$ cat src/rtl/irq_pending_arbiter.sv
// Synchronizes eight request lines, latches them as pending bits and offers the
// highest-priority unmasked one as a 3-bit ID (code = 7 - index) over valid/ready.
module irq_pending_arbiter #(
  parameter bit EDGE_MODE = 1'b1
) (
  input  logic       clk,
  input  logic       rst_n,
  input  logic [7:0] req,
  input  logic [7:0] mask,
  output logic [2:0] id_out,
  output logic       id_valid,
  input  logic       id_ready,
  output logic [7:0] pending
);

  typedef enum logic {
    IDLE  = 1'b0,
    OFFER = 1'b1
  } state_t;

  state_t     state;
  state_t     state_next;
  logic [7:0] s1;
  logic [7:0] s2;
  logic [7:0] s2_d;
  logic [7:0] set_bits;
  logic [7:0] clr;
  logic [7:0] eligible;
  logic [7:0] pending_next;
  logic [2:0] id_next;

  // Ascending scan so the highest set index is the one that sticks.
  function automatic logic [2:0] winner_code(input logic [7:0] v);
    winner_code = 3'd0;
    for (int i = 0; i < 8; i++) begin
      if (v[i]) winner_code = 3'(7 - i);
    end
  endfunction

  function automatic logic [7:0] code_onehot(input logic [2:0] code);
    code_onehot = 8'b1000_0000 >> code;
  endfunction

  // Synchronizer stage plus delayed copy for edge detection
  always_ff @(posedge clk or negedge rst_n) begin
    if (!rst_n) begin
      s1   <= 8'h00;
      s2   <= 8'h00;
      s2_d <= 8'h00;
    end else begin
      s1   <= req;
      s2   <= s1;
      s2_d <= s2;
    end
  end

  assign set_bits     = EDGE_MODE ? (s2 & ~s2_d) : s2;
  assign eligible     = pending & ~mask;
  assign pending_next = (pending & ~clr) | set_bits;
  assign id_valid     = (state == OFFER);

  always_comb begin
    state_next = state;
    id_next    = id_out;
    clr        = 8'h00;
    case (state)
      IDLE: begin
        if (|eligible) begin
          id_next    = winner_code(eligible);
          state_next = OFFER;
        end
      end
      OFFER: begin
        if (id_ready) begin
          clr        = code_onehot(id_out);
          state_next = IDLE;
        end
      end
      default: state_next = IDLE;
    endcase
  end

  // Pending / offer register stage
  always_ff @(posedge clk or negedge rst_n) begin
    if (!rst_n) begin
      state   <= IDLE;
      id_out  <= 3'b000;
      pending <= 8'h00;
    end else begin
      state   <= state_next;
      id_out  <= id_next;
      pending <= pending_next;
    end
  end

endmodule

$ cat config.mk
export PLATFORM = sky130hd
export DESIGN_NAME = irq_pending_arbiter
export DESIGN_NICKNAME = d
export VERILOG_FILES = /design/src/rtl/irq_pending_arbiter.sv
export SDC_FILE = /design/constraint.sdc
export NUM_CORES = 1
export LEC_CHECK = 0
export ABC_AREA = 1
export CORE_MARGIN = 5
export CORE_UTILIZATION = 43
export DETAILED_ROUTE_END_ITERATION = 7
export PLACE_DENSITY = 0.74
export SLEW_MARGIN = 30
export SYNTH_ARGS = -nofsm -noshare
export SYNTH_HDL_FRONTEND = slang
export SYNTH_SLANG_ARGS = --single-unit
export TNS_END_PERCENT = 5
$ cat constraint.sdc
create_clock -name clk -period 1 [get_ports clk]
set_input_delay 0.2 -clock clk [delete_from_list [all_inputs] [get_ports clk]]
set_output_delay 0.2 -clock clk [all_outputs]
set_load 0.01 [all_outputs]
==> results <==
[final cells by class]
class / count / area (um2)
Clock buffer: 6 / 41.29
Clock inverter: 1 / 5.005
Fill cell: 232 / 937.1
Inverter: 22 / 82.58
Multi-Input combinational cell: 57 / 356.6
Sequential cell: 36 / 900.9
Tap cell: 31 / 38.79
Timing Repair Buffer: 48 / 419.2
[path summary, 6_finish.rpt]
| path | endpoint | slack (ns) | depth (start not counted) | start |
|---|---|---|---|---|
| max | id_out[0] | -0.20 | 9 | pending[5] |
| min | id_valid | 0.24 | 2 | rst_n |
| max reg2reg | id_out[0] | -0.20 | 9 | pending[5] |
| min reg2reg | s2[1] | 0.35 | 0 | s1[1] |
| max in group asynchronous | s2[3] | 0.57 | 2 | rst_n |
| min in group clk | s1[7] | 0.31 | 1 | req[7] |
[Yosys cell counts]
master                     number  area share
sky130_fd_sc_hd__nor2_1         2      0.0059
sky130_fd_sc_hd__o21ai_0        7       0.028
sky130_fd_sc_hd__nor2_2         3       0.015
sky130_fd_sc_hd__o21ai_1       12       0.047
sky130_fd_sc_hd__a21oi_1        2      0.0079
sky130_fd_sc_hd__o21bai_1       1      0.0059
sky130_fd_sc_hd__nand2_2        9       0.044
sky130_fd_sc_hd__nand2_4        1      0.0089
sky130_fd_sc_hd__nand3_1        2      0.0079
sky130_fd_sc_hd__dfrtp_1       36        0.71
sky130_fd_sc_hd__inv_1         22       0.065
sky130_fd_sc_hd__nand2_1       18       0.053
[what timing repair did]
| item | in CTS | in global routing |
|---|---|---|
| buffers inserted | 10 | 0 |
| setup endpoints to repair | 23 | 24 |
| hold buffers | 0 | 0 |
| cloned | 0 | 0 |
| gates resized for setup | 71 | 8 |
| pin swaps | 13 | 2 |
[power groups by stage]
stage | Sequential (mW) | Combinational [mW] | Clock [mW]
floorplan | 1.96 | 0.482 | 0
global placement | 1.85 | 1.31 | 0
detailed placement | 1.87 | 1.36 | 0
CTS | 1.81 | 1.58 | 0.720
global route | 1.85 | 1.84 | 0.793
finish | 1.82 | 1.68 | 0.677
[registers in the layout, summed over array words and instances, names as in the netlist]
| register | count |
|---|---|
| id_out | 3 |
| id_valid | 1 |
| s2_d | 8 |
| s2 | 8 |
| s1 | 8 |
| pending | 8 |
[kinds of logic after synthesis]
logic type / share of synthesized area
buffers and inverters: 0.06515
AO/OA/AOI/OAI: 0.08885
flip-flops: 0.7108
AND/OR/NAND/NOR: 0.1352
[per-stage QoR]
stage          total power [mW]  setup WS, ns   TNS, ns  utilization  hold slack [ns]
5_1_grt                   4.489       -0.2853    -3.380       0.6631           0.2408
4_1_cts                   4.110       -0.1403    -2.100       0.6496           0.2345
3_5_place_dp              3.228       -0.3997    -4.873       0.6046           0.3358
3_3_place_gp              3.163       -0.3334    -4.323       0.6046           0.3316
6_report                  4.176       -0.1962    -1.846       0.6631           0.2417
2_1_floorplan             2.440      -0.03024  -0.03024            -         -0.09559
[worst max-delay path, cell delays in order (launching register included)]
cell and delay (ns):
sky130_fd_sc_hd__dfrtp_1 0.41, sky130_fd_sc_hd__buf_6 0.13, sky130_fd_sc_hd__nand2_4 0.06, sky130_fd_sc_hd__nand2_4 0.06, sky130_fd_sc_hd__nor2_4 0.12, sky130_fd_sc_hd__nand2_2 0.07
sky130_fd_sc_hd__nand2_4 0.09, sky130_fd_sc_hd__nor2_2 0.04, sky130_fd_sc_hd__nand2_1 0.04, sky130_fd_sc_hd__nand2_1 0.05
[layer usage]
layer / wire length (um) / part of all wire / vias to the layer above / global-route usage
met5: 0 / 0 / - / 0
met4: 61 / 0.022 / 0 / 0.05344
met3: 256 / 0.093 / 9 / 0.06830
met2: 1350 / 0.49 / 41 / 0.2550
met1: 1074 / 0.39 / 465 / 0.1545
li1: - / - / 458 / -
==> flow_metrics.env <==
export IMPL_grt_pass1_wl_mm=4.692
export IMPL_clkLatencyLatePin_ns=0.32
export IMPL_clk_transition_reported_paths_ns=0.10
export IMPL_final_design_area_no_fill_um2=1844
export IMPL_fin_nets=189
export IMPL_report_final_setup_viol=22
export IMPL_post_drt_wl_per_cell_um=13.64
export IMPL_synth_lib_cells_used_distinct=12
export IMPL_maxCapViolCount=0
export IMPL_pre_antenna_drt_iters=4
export IMPL_ant_nets=0
export IMPL_design_portCount=31
export IMPL_synth_seq_cells=36
export IMPL_floorplan_die_area_um2=4133
export IMPL_ir_drop_v=0.001580
export IMPL_detailed_place_area_um2=1682
export IMPL_leading_cell_type_in_the_layout_fill_and_taps_excluded="sky130_fd_sc_hd__dfrtp_1"
export IMPL_finalWorstPathRequiredPeriod_ns=1.196
export IMPL_crit_path_kind="flop to flop"
export IMPL_post_synth_inst_count=115
export IMPL_place_gp_congestion=0.8899
export IMPL_cp_start_kind="flop"
export IMPL_run_status="finished, violations left"
export IMPL_worst_ep_arrival_time_ns=1.42
export IMPL_io_buffers=30
export IMPL_drive_gt1_frac=0.3412
export IMPL_rows=19
export IMPL_die_x_um=64.29
export IMPL_antenna_cells_inserted=0
export IMPL_core_um2=2781
export IMPL_initial_utilization=0.4557
export IMPL_top_library_cells_by_usage_in_the_layout_fill_and_taps_aside="sky130_fd_sc_hd__dfrtp_1 (36), sky130_fd_sc_hd__inv_1 (20), sky130_fd_sc_hd__clkdlybuf4s50_1 (18)"
export IMPL_comb_power_share=0.401
export IMPL_fin_crit_sh=1.196
export IMPL_fmax_ghz=0.8359
export IMPL_pwr_share_clk=0.162
export IMPL_switchingPower_mw=1.421
export IMPL_die_height_um=64.29
export IMPL_synth_seq_area_share=0.7108
export IMPL_number_of_hold_slack_violations_in_the_final_timing_report=0
export IMPL_cts_sinks=36
export IMPL_final_critical_path_setup_slack_ns=-0.1962
export IMPL_tightestPinTransition_ns=0.1918
export IMPL_cellLeakagePower_nw=0.9035
export IMPL_p_int_mw=2.754
export IMPL_clk_root_buffer_cell="sky130_fd_sc_hd__clkbuf_4"
export IMPL_gr_usage_all_layers=0.1470
export IMPL_synth_cell_area_um2=1267
export IMPL_htreeDepth=2
export IMPL_worst_ep_required_ns=1.22
export IMPL_detail_route_vias_per_cell=4.841
export IMPL_synth_area_per_cell_um2=11.02
export IMPL_largest_net_degree_at_the_start_of_global_routing=37
export IMPL_grt_antenna_before_repair=0
export IMPL_timing_slew_headroom=0.8721
export IMPL_grt_pass1_vias=1068
export IMPL_sequentialPowerShare=0.437
export IMPL_unrepaired_setup_endpoints_after_global_routing="true"
export IMPL_yosys_warnings=0
export IMPL_dp_final_hpwl_mm=1.909
export IMPL_failed_checks="setup timing"
export IMPL_hold_path_class="primary input to asynchronous set/reset pin"
export IMPL_crit_path_end_kind="flop"
export IMPL_timing_critical_path_fanout_max=5
export IMPL_cts_made_buffers=5
export IMPL_instances_no_fill=201
export IMPL_iteration_0_drc_count_of_the_detailed_router=55
export IMPL_dp_cells=184
export IMPL_final_max_slew_violation_count=0
export IMPL_mappedNetlistNets=134
export IMPL_p_sw_frac=0.3403
export IMPL_grt_overflow_total=0
export IMPL_clock_skew_final_ns=0.007686
export IMPL_power_per_cell_area_nw_per_um2=2264
export IMPL_tritoncts="built"
export IMPL_clock_path_buffers=2
export IMPL_detail_route_drc_violations=0
export IMPL_postRouteWirelength_mm=2.742
export IMPL_syn2layout_area_growth_pct=45.51
export IMPL_via_count=973
Note: power is estimated with default switching activity, not from simulation.
